--- src/rtl/intersection_ctrl_if.sv ---
// Interval-timer link between intersection_ctrl (master) and the shared timer (slave).
interface intersection_ctrl_if;
  logic       t_start;
  logic [4:0] t_length;
  logic       t_flicker;
  logic       t_done;

  modport master (
    output t_start,
    output t_length,
    input  t_flicker,
    input  t_done
  );

  modport slave (
    input  t_start,
    input  t_length,
    output t_flicker,
    output t_done
  );
endinterface

--- src/rtl/intersection_ctrl.sv ---
// Four-way intersection scheduler: sequences NS and EW lamps through green, yellow and
// all-red clearance on the shared interval timer, with an optional pedestrian phase.
// Optional feature macro: PED_REQ_EN (pedestrian request / PED state).
module intersection_ctrl #(
  parameter logic [4:0] GREEN_DURATION  = 5'd30,
  parameter logic [4:0] YELLOW_DURATION = 5'd3,
  parameter logic [4:0] ALLRED_DURATION = 5'd2,
  parameter logic [4:0] PED_DURATION    = 5'd10
) (
  input  logic                       clk,
  input  logic                       reset,
  input  logic                       start,
  input  logic                       ped_req,
  intersection_ctrl_if.master        tmr,
  output logic [1:0]                 L_ns,
  output logic [1:0]                 L_ew,
  output logic                       ped_walk
);

  localparam logic [1:0] LampOff    = 2'b00;
  localparam logic [1:0] LampRed    = 2'b01;
  localparam logic [1:0] LampYellow = 2'b10;
  localparam logic [1:0] LampGreen  = 2'b11;

  typedef enum logic [2:0] {
    StIdle, StNsGreen, StNsYellow, StNsClear, StEwGreen, StEwYellow, StEwClear, StPed
  } state_e;

  state_e     state_q, state_d;
  logic       t_start_q;
  logic [4:0] t_length_q, t_length_d;
  logic [1:0] lamp_ns_q, lamp_ns_d, lamp_ew_q, lamp_ew_d;
  logic       ped_walk_q, ped_walk_d;
  logic       advance;
  logic       ped_pending;
  logic       next_dir;  // 1: resume EW after PED, 0: resume NS

  // Next-state: every timed state advances on t_done, except in its stale first cycle.
  always_comb begin
    state_d = state_q;
    advance = tmr.t_done && !t_start_q;
    case (state_q)
      StIdle:     if (start)   state_d = StNsGreen;
      StNsGreen:  if (advance) state_d = StNsYellow;
      StNsYellow: if (advance) state_d = StNsClear;
      StNsClear:  if (advance) state_d = ped_pending ? StPed : StEwGreen;
      StEwGreen:  if (advance) state_d = StEwYellow;
      StEwYellow: if (advance) state_d = StEwClear;
      StEwClear:  if (advance) state_d = ped_pending ? StPed : StNsGreen;
      StPed:      if (advance) state_d = next_dir ? StEwGreen : StNsGreen;
      default:    state_d = StIdle;
    endcase
  end

  // Decode the upcoming state so lamps, length and walk are registered with the state.
  always_comb begin
    lamp_ns_d  = LampOff;
    lamp_ew_d  = LampOff;
    t_length_d = 5'd0;
    ped_walk_d = 1'b0;
    case (state_d)
      StNsGreen:  begin lamp_ns_d = LampGreen;  lamp_ew_d = LampRed; t_length_d = GREEN_DURATION;  end
      StNsYellow: begin lamp_ns_d = LampYellow; lamp_ew_d = LampRed; t_length_d = YELLOW_DURATION; end
      StNsClear:  begin lamp_ns_d = LampRed;    lamp_ew_d = LampRed; t_length_d = ALLRED_DURATION; end
      StEwGreen:  begin lamp_ns_d = LampRed; lamp_ew_d = LampGreen;  t_length_d = GREEN_DURATION;  end
      StEwYellow: begin lamp_ns_d = LampRed; lamp_ew_d = LampYellow; t_length_d = YELLOW_DURATION; end
      StEwClear:  begin lamp_ns_d = LampRed; lamp_ew_d = LampRed;    t_length_d = ALLRED_DURATION; end
      StPed: begin
        lamp_ns_d  = LampRed;
        lamp_ew_d  = LampRed;
        t_length_d = PED_DURATION;
        ped_walk_d = 1'b1;
      end
      default: ;
    endcase
  end

  // State and registered outputs; t_start marks the first cycle of each timed state.
  always_ff @(posedge clk or posedge reset) begin
    if (reset) begin
      state_q    <= StIdle;
      t_start_q  <= 1'b0;
      t_length_q <= 5'd0;
      lamp_ns_q  <= LampOff;
      lamp_ew_q  <= LampOff;
      ped_walk_q <= 1'b0;
    end else begin
      state_q    <= state_d;
      t_start_q  <= (state_d != state_q) && (state_d != StIdle);
      t_length_q <= t_length_d;
      lamp_ns_q  <= lamp_ns_d;
      lamp_ew_q  <= lamp_ew_d;
      ped_walk_q <= ped_walk_d;
    end
  end

`ifdef PED_REQ_EN
  logic ped_pending_q, next_dir_q;
  logic enter_ped;

  assign enter_ped = (state_d == StPed) && (state_q != StPed);

  // Pending request and resume direction; entering PED absorbs a same-cycle request.
  always_ff @(posedge clk or posedge reset) begin
    if (reset) begin
      ped_pending_q <= 1'b0;
      next_dir_q    <= 1'b0;
    end else begin
      if (enter_ped) begin
        ped_pending_q <= 1'b0;
        next_dir_q    <= (state_q == StNsClear);
      end else if (ped_req && (state_q != StIdle)) begin
        ped_pending_q <= 1'b1;
      end
    end
  end

  assign ped_pending = ped_pending_q;
  assign next_dir    = next_dir_q;
`else
  logic unused_ped_req;

  assign unused_ped_req = ped_req;
  assign ped_pending    = 1'b0;
  assign next_dir       = 1'b0;
`endif

  // Flicker blanks the active green lamp with no added latency.
  always_comb begin
    L_ns = lamp_ns_q;
    L_ew = lamp_ew_q;
    if (tmr.t_flicker) begin
      if (state_q == StNsGreen) L_ns = LampOff;
      if (state_q == StEwGreen) L_ew = LampOff;
    end
  end

  assign tmr.t_start  = t_start_q;
  assign tmr.t_length = t_length_q;
  assign ped_walk     = ped_walk_q;

endmodule

--- src/flat_wrapper.sv ---
// flat-port wrapper written by rule: the top's interface ports become plain ports
module intersection_ctrl_flat 
#(
  parameter logic [4:0] GREEN_DURATION  = 5'd30,
  parameter logic [4:0] YELLOW_DURATION = 5'd3,
  parameter logic [4:0] ALLRED_DURATION = 5'd2,
  parameter logic [4:0] PED_DURATION    = 5'd10
)
  (clk, reset, start, ped_req, L_ns, L_ew, ped_walk, tmr_t_start, tmr_t_length, tmr_t_flicker, tmr_t_done);
  intersection_ctrl_if tmr_i ();
  input  logic clk;
  input  logic reset;
  input  logic start;
  input  logic ped_req;
  output logic [1:0] L_ns;
  output logic [1:0] L_ew;
  output logic ped_walk;
  output wire logic [$bits(tmr_i.t_start)-1:0] tmr_t_start;
  output wire logic [$bits(tmr_i.t_length)-1:0] tmr_t_length;
  input wire logic [$bits(tmr_i.t_flicker)-1:0] tmr_t_flicker;
  input wire logic [$bits(tmr_i.t_done)-1:0] tmr_t_done;
  assign tmr_t_start = tmr_i.t_start;
  assign tmr_t_length = tmr_i.t_length;
  assign tmr_i.t_flicker = tmr_t_flicker;
  assign tmr_i.t_done = tmr_t_done;
  intersection_ctrl #(.GREEN_DURATION(GREEN_DURATION), .YELLOW_DURATION(YELLOW_DURATION), .ALLRED_DURATION(ALLRED_DURATION), .PED_DURATION(PED_DURATION)) u_core (.clk(clk), .reset(reset), .start(start), .ped_req(ped_req), .tmr(tmr_i), .L_ns(L_ns), .L_ew(L_ew), .ped_walk(ped_walk));
endmodule
--- config.mk ---
export PLATFORM = sky130hd
export DESIGN_NAME = intersection_ctrl_flat
export DESIGN_NICKNAME = d
export VERILOG_FILES = /design/src/rtl/intersection_ctrl_if.sv /design/src/rtl/intersection_ctrl.sv /design/src/flat_wrapper.sv
export SDC_FILE = /design/constraint.sdc
export NUM_CORES = 1
export LEC_CHECK = 0
export ABC_CLOCK_PERIOD_IN_PS = 1470
export CORE_AREA = 2 2 52 54
export DETAILED_ROUTE_END_ITERATION = 8
export DIE_AREA = 0 0 54 56
export MAX_ROUTING_LAYER = met4
export SLEW_MARGIN = 40
export SYNTH_ARGS = -nofsm -noshare
export SYNTH_HDL_FRONTEND = slang
export SYNTH_SLANG_ARGS = --single-unit
--- constraint.sdc ---
create_clock -name clk -period 1.47 [get_ports clk]
set_clock_uncertainty 0.1 [all_clocks]
set_input_delay 0.2205 -clock clk [delete_from_list [all_inputs] [get_ports clk]]
set_output_delay 0.2205 -clock clk [all_outputs]
set_load 0.05 [all_outputs]
======== Word level (Yosys, flattened, before mapping) ========
Index checks and enable logic that the tools add are counted.
cells by class
  multiplexer cells ....................... 16
  equality and inequality tests ........... 15
  bitwise gates (word level) .............. 0
  multiply operators ...................... 0
  divide/modulo/power cells ............... 0
  reduce and logical (&&, ||, !) cells .... 11
  magnitude comparators ................... 0
  shift-type cells ........................ 0
  add/sub/neg operators ................... 0
operators by type and width
  operator            number
  $eq 3x3->1 const B  8
  $mux 3              7
  $pmux 3 s7          1
  $pmux 5 s4          1
  $eq 3x2->1 const B  4
  $pmux 2 s3          2
  $reduce_or 5->1     2
  $mux 2              4
  $reduce_or 2->1     4
  $eq 3x1->1 const B  2
  $logic_not 3->1     1
  $ne 3x3->1          1
  $reduce_bool 3->1   1
  $logic_and 1x1->1   2
  $logic_not 1->1     1
  $mux 1              1
storage, ports and cells
  memory bits (writable) .................. 0
  output and inout bits ................... 11
  memory bits (read-only) ................. 0
  register bits after elaboration ......... 14
  bits in latches ......................... 0
  memories kept ........................... 0

======== Longest topological paths before layout ========
  word-level depth ........................ 7
  depth in mapped cells ................... 5
  gate-level depth less buffers ........... 3

======== Worst setup path after synthesis ========
Ideal clock, no wire load.
  kind .................................... register to register
  from .................................... register u_core.t_start_q (netlist: u_core.tmr.t_start)
  to ...................................... register u_core.lamp_ns_q[1]
  setup time .............................. 67 ps
  period minus slack after synthesis ...... 1539 ps
  arrival ................................. 1372 ps
  stages on the path, launching flop included .. 4
  path slack .............................. -69 ps
  path through ............................ dfrtp_1 > nor2b_4 > or4b_4 > nand3_2
between the ends
  word-level cells in the longest chain between the ends .. 7
  elaborated cells between the ends (all ways) .. 18
  those cells by class .................... 7 x eq/ne; 8 x mux; 3 x reduce/logical
ends and longest elaborated chain
  item                                             line                                              RTL
  start: declaration                               intersection_ctrl.sv:30                           logic t_start_q;
  start signal: assignment                         intersection_ctrl.sv:89                           t_start_q <= (state_d != state_q) && (state_d != StIdle);
  $logic_not 1->1 (*)                              intersection_ctrl.sv:41                           advance = tmr.t_done && !t_start_q;
  $logic_and 1x1->1 (*)                            intersection_ctrl.sv:41
  $mux 3 (tied with other cells)                   intersection_ctrl.sv:49, intersection_ctrl.sv:50
  $pmux 3 s7 (*)                                   intersection_ctrl.sv:42                           case (state_q)
  $eq 3x2->1 / $eq 3x3->1 (equally long branches)  intersection_ctrl.sv:61                           case (state_d)
  $reduce_or 5->1 (no source line)                 -
  $pmux 2 s3 (*)                                   intersection_ctrl.sv:61
  named net u_core.lamp_ns_d[1]                    intersection_ctrl.sv:32                           logic [1:0] lamp_ns_q, lamp_ns_d, lamp_ew_q, lamp_ew_d;
  end signal: assignment                           intersection_ctrl.sv:84                           lamp_ns_q <= LampOff;
  end signal: assignment                           intersection_ctrl.sv:91                           lamp_ns_q <= lamp_ns_d;
  end: declaration                                 intersection_ctrl.sv:32
Mark *: on every way through the listed nets, which the timed path passes. The rest lies on a longest branch.

======== Worst setup path after layout ========
  from .................................... register u_core.state_q[1]
  to ...................................... output L_ns[0]
between the ends
  word-level cells in the longest chain between the ends .. 3
ends and longest elaborated chain
  item                      line                      RTL
  start: declaration        intersection_ctrl.sv:29   state_e state_q, state_d;
  start signal: assignment  intersection_ctrl.sv:81   state_q <= StIdle;
  start signal: assignment  intersection_ctrl.sv:88   state_q <= state_d;
  $eq 3x1->1                intersection_ctrl.sv:133  if (state_q == StNsGreen) L_ns = LampOff;
  $mux 2                    intersection_ctrl.sv:133
  $mux 2                    intersection_ctrl.sv:132  if (tmr.t_flicker) begin
  end: declaration          flat_wrapper.sv:15        output logic [1:0] L_ns;
No other way between the ends.

==> flow_summary.ini <==
[pwr]
leakage_nw = 0.541
p_total_mw = 3.10
power_per_cell_area_nw_per_um2 = 2650
peakVddDrop_v = 0.00133

[floorplan]
die_w_um = 54
die_height_um = 56
row_count = 18
ios = 17
placeableCoreArea_um2 = 2430
fp.dieArea_um2 = 3020
initial_utilization_pct = 27.9

[logic_synthesis]
synth_top_cell_by_area = dfrtp_1
ys_async_sr_fraction_pct = 100
synth_edf_count = 0
synth.distinct_cells = 27
yosysTopAreaCellShare_pct = 48.0
synth_nets = 76
ys_seq_elements = 13
synth_area_um2 = 678
avgSynthCellArea_um2 = 9.69
synth_warnings = 0
yosys-top-cells-area = dfrtp_1 48%, nand3_1 4.4%, and2_1 3.7%
seq_area_frac_synth_pct = 48.0
synth_ff_type = dfrtp_1
synth_cells = 70

[worst_setup_path]
critical_path_class = reg -> out
startpoint_type = flop
r2r_cells = 4
arrival_ns = 1.22
reg2reg_slack_ns = 0.06
worstSetupEndpointType = output pin
crit_path_max_fanout = 3
r2r_end = u_core.lamp_ns_q[1]
r2r_start = u_core.state_q[0]
critical_path_required_ns = 1.15

[run_status]
status = complete, but fails checks
violations = setup timing

[cts]
clockRootBuffer = clkbuf_4
cts_tree = built
htreeDepth = 1
cts_buffer_depth = 2
hold_buffers = 0
numCtsBuffers = 3
path_clk_slew_ns = 0.08
cts.sinks = 13
clock_latency_ns = 0.28

[finish]
seqCellArea_um2 = 327
final_cells = 131
post-route-util_pct = 48.1
diodes = 0
drive_gt1_share_pct = 46.5
final_nets = 108
area_delta_synth_final_pct = 72.7
multi_input_area_um2 = 347
fillers = 214

[drt]
routed_wl_um = 1760
drc = 0
drt_iter0_drc = 33
post_drt_wl_per_cell_um = 13.4
drt.antenna.violating_nets = 0
dr.pass1.iters = 4
via_count = 660
viasPerCell = 5.04

[placement]
io_buffers = 15
place.gp.congestion = 0.876
dpl.hpwl_um = 1160
dp_cells = 117

[global_routing]
grt_overflow = 0
grt_max_degree = 16
grt_pass1_wl_um = 2570
track_usage_pct = 11.9
antenna_found_initial = 0
grt_pass1_vias = 620

[sta]
hold_violations = 0
timing.setup.tns_ns = -0.277
fmax_ghz = 0.649
tightest_slew_ns = 0.490
drv_slew = 0
setup_violations = 4
grt_setup_unrepaired = true
min_period_over_period_pct = 105
finalWorstSetupSlack_ns = -0.0699
relSlewSlack_pct = 67.3
period_minus_slack_ns = 1.54

[hold_path]
hp-class = in -> async

[run]
maxCapViolations = 0
==> layout by cell type, fill, tap and decap left out, types with 2 or more instances in the layout <==
| cell | n |
|---|---|
| nand3_1 | 4 |
| nor2_2 | 2 |
| a21oi_1 | 2 |
| buf_6 | 4 |
| nand4b_1 | 2 |
| nor2_1 | 4 |
| buf_4 | 12 |
| nand4_1 | 2 |
| a21boi_0 | 2 |
| dfrtp_1 | 12 |
| o21bai_1 | 2 |
| nand2_1 | 6 |
| buf_8 | 2 |
| o21ai_0 | 3 |
| clkbuf_4 | 3 |
| clkdlybuf4s50_1 | 4 |
| nand3_2 | 3 |
| buf_12 | 10 |
| a21o_1 | 2 |
| and2_4 | 4 |
==> sequential cells by signal, indices dropped and copies added, names as in the netlist <==
register,cells
u_core.lamp_ew_q,2
u_core.lamp_ns_q,2
u_core.ped_walk,1
u_core.state_q,3
u_core.tmr.t_length,4
u_core.tmr.t_start,1
==> routing by layer <==
metal  track usage (%)  vias up  share of wire (%)
li1                  -      306                  -
met1              13.0      319                 38
met2              18.6       31                 53
met3              3.76        4                7.2
met4              6.43        0                2.4
met5                 -        -                  0
==> cell type report <==
cell class	count	area share (%)
Inverter	1	0.321
Clock buffer	4	2.24
Sequential cell	13	27.9
Multi-Input combinational cell	50	29.6
Timing Repair Buffer	33	36.8
Tap cell	30	3.21
==> worst max path at each step <==
stage	startpoint	end	slack [ns]	depth (start not counted)
finish	u_core.state_q[1]	L_ns[0]	-0.07	4
floorplan	u_core.state_q[0]	L_ew[0]	-0.02	5
CTS	u_core.state_q[1]	L_ns[0]	-0.09	4
detailed placement	tmr_t_done	u_core.lamp_ns_q[1]	-0.06	4
global route	u_core.state_q[2]	L_ns[1]	-0.14	4
global placement	tmr_t_done	u_core.lamp_ns_q[1]	-0.04	4
==> critical path: stages (launching register included) <==
cell and delay, ns:
dfrtp_1 0.42, nor2_2 0.14, nand3_2 0.09, and2_4 0.15, buf_12 0.14
==> power breakdown <==
group          total, mW  leakage (nW)  internal (mW)  switching [mW]
clock              0.225        0.0150          0.105           0.119
combinational       2.23         0.372           1.16            1.06
sequential         0.650         0.154          0.516           0.134
==> cell families after synthesis <==
| kind of cell | share of synthesized area, % |
|---|---|
| compound gates | 14.4 |
| buf+inv | 5.35 |
| simple gates | 32.3 |
| flops | 48.0 |
==> synthesized netlist by cell type, types with 2 or more instances <==
master,count
a21boi_0,2
nor2_1,6
nand3_1,6
o21ai_0,3
buf_2,5
and2_1,4
nand2_1,6
nand4_1,2
nor3_1,2
nand4b_1,2
a21oi_1,2
a21o_1,2
dfrtp_1,13
o21bai_1,2
==> stage by stage <==
stage	cell area [um2]	hold WS, ns	setup WS, ns
6_report	1170	0.151	-0.0699
5_1_grt	1170	0.220	-0.137
4_1_cts	1080	0.177	-0.0870
3_5_place_dp	982	0.486	-0.0597
3_3_place_gp	982	0.468	-0.0412
2_1_floorplan	682	-0.00261	-0.0171
==> timing repair <==
| action | 4_1_cts | 5_1_grt |
|---|---|---|
| gates resized for setup | 13 | 7 |
| setup endpoints to repair | 4 | 9 |
| cloned | 0 | 1 |
| pin swaps | 8 | 3 |
| buffers inserted | 4 | 5 |
No activity file was read; power rests on OpenSTA's default activity.
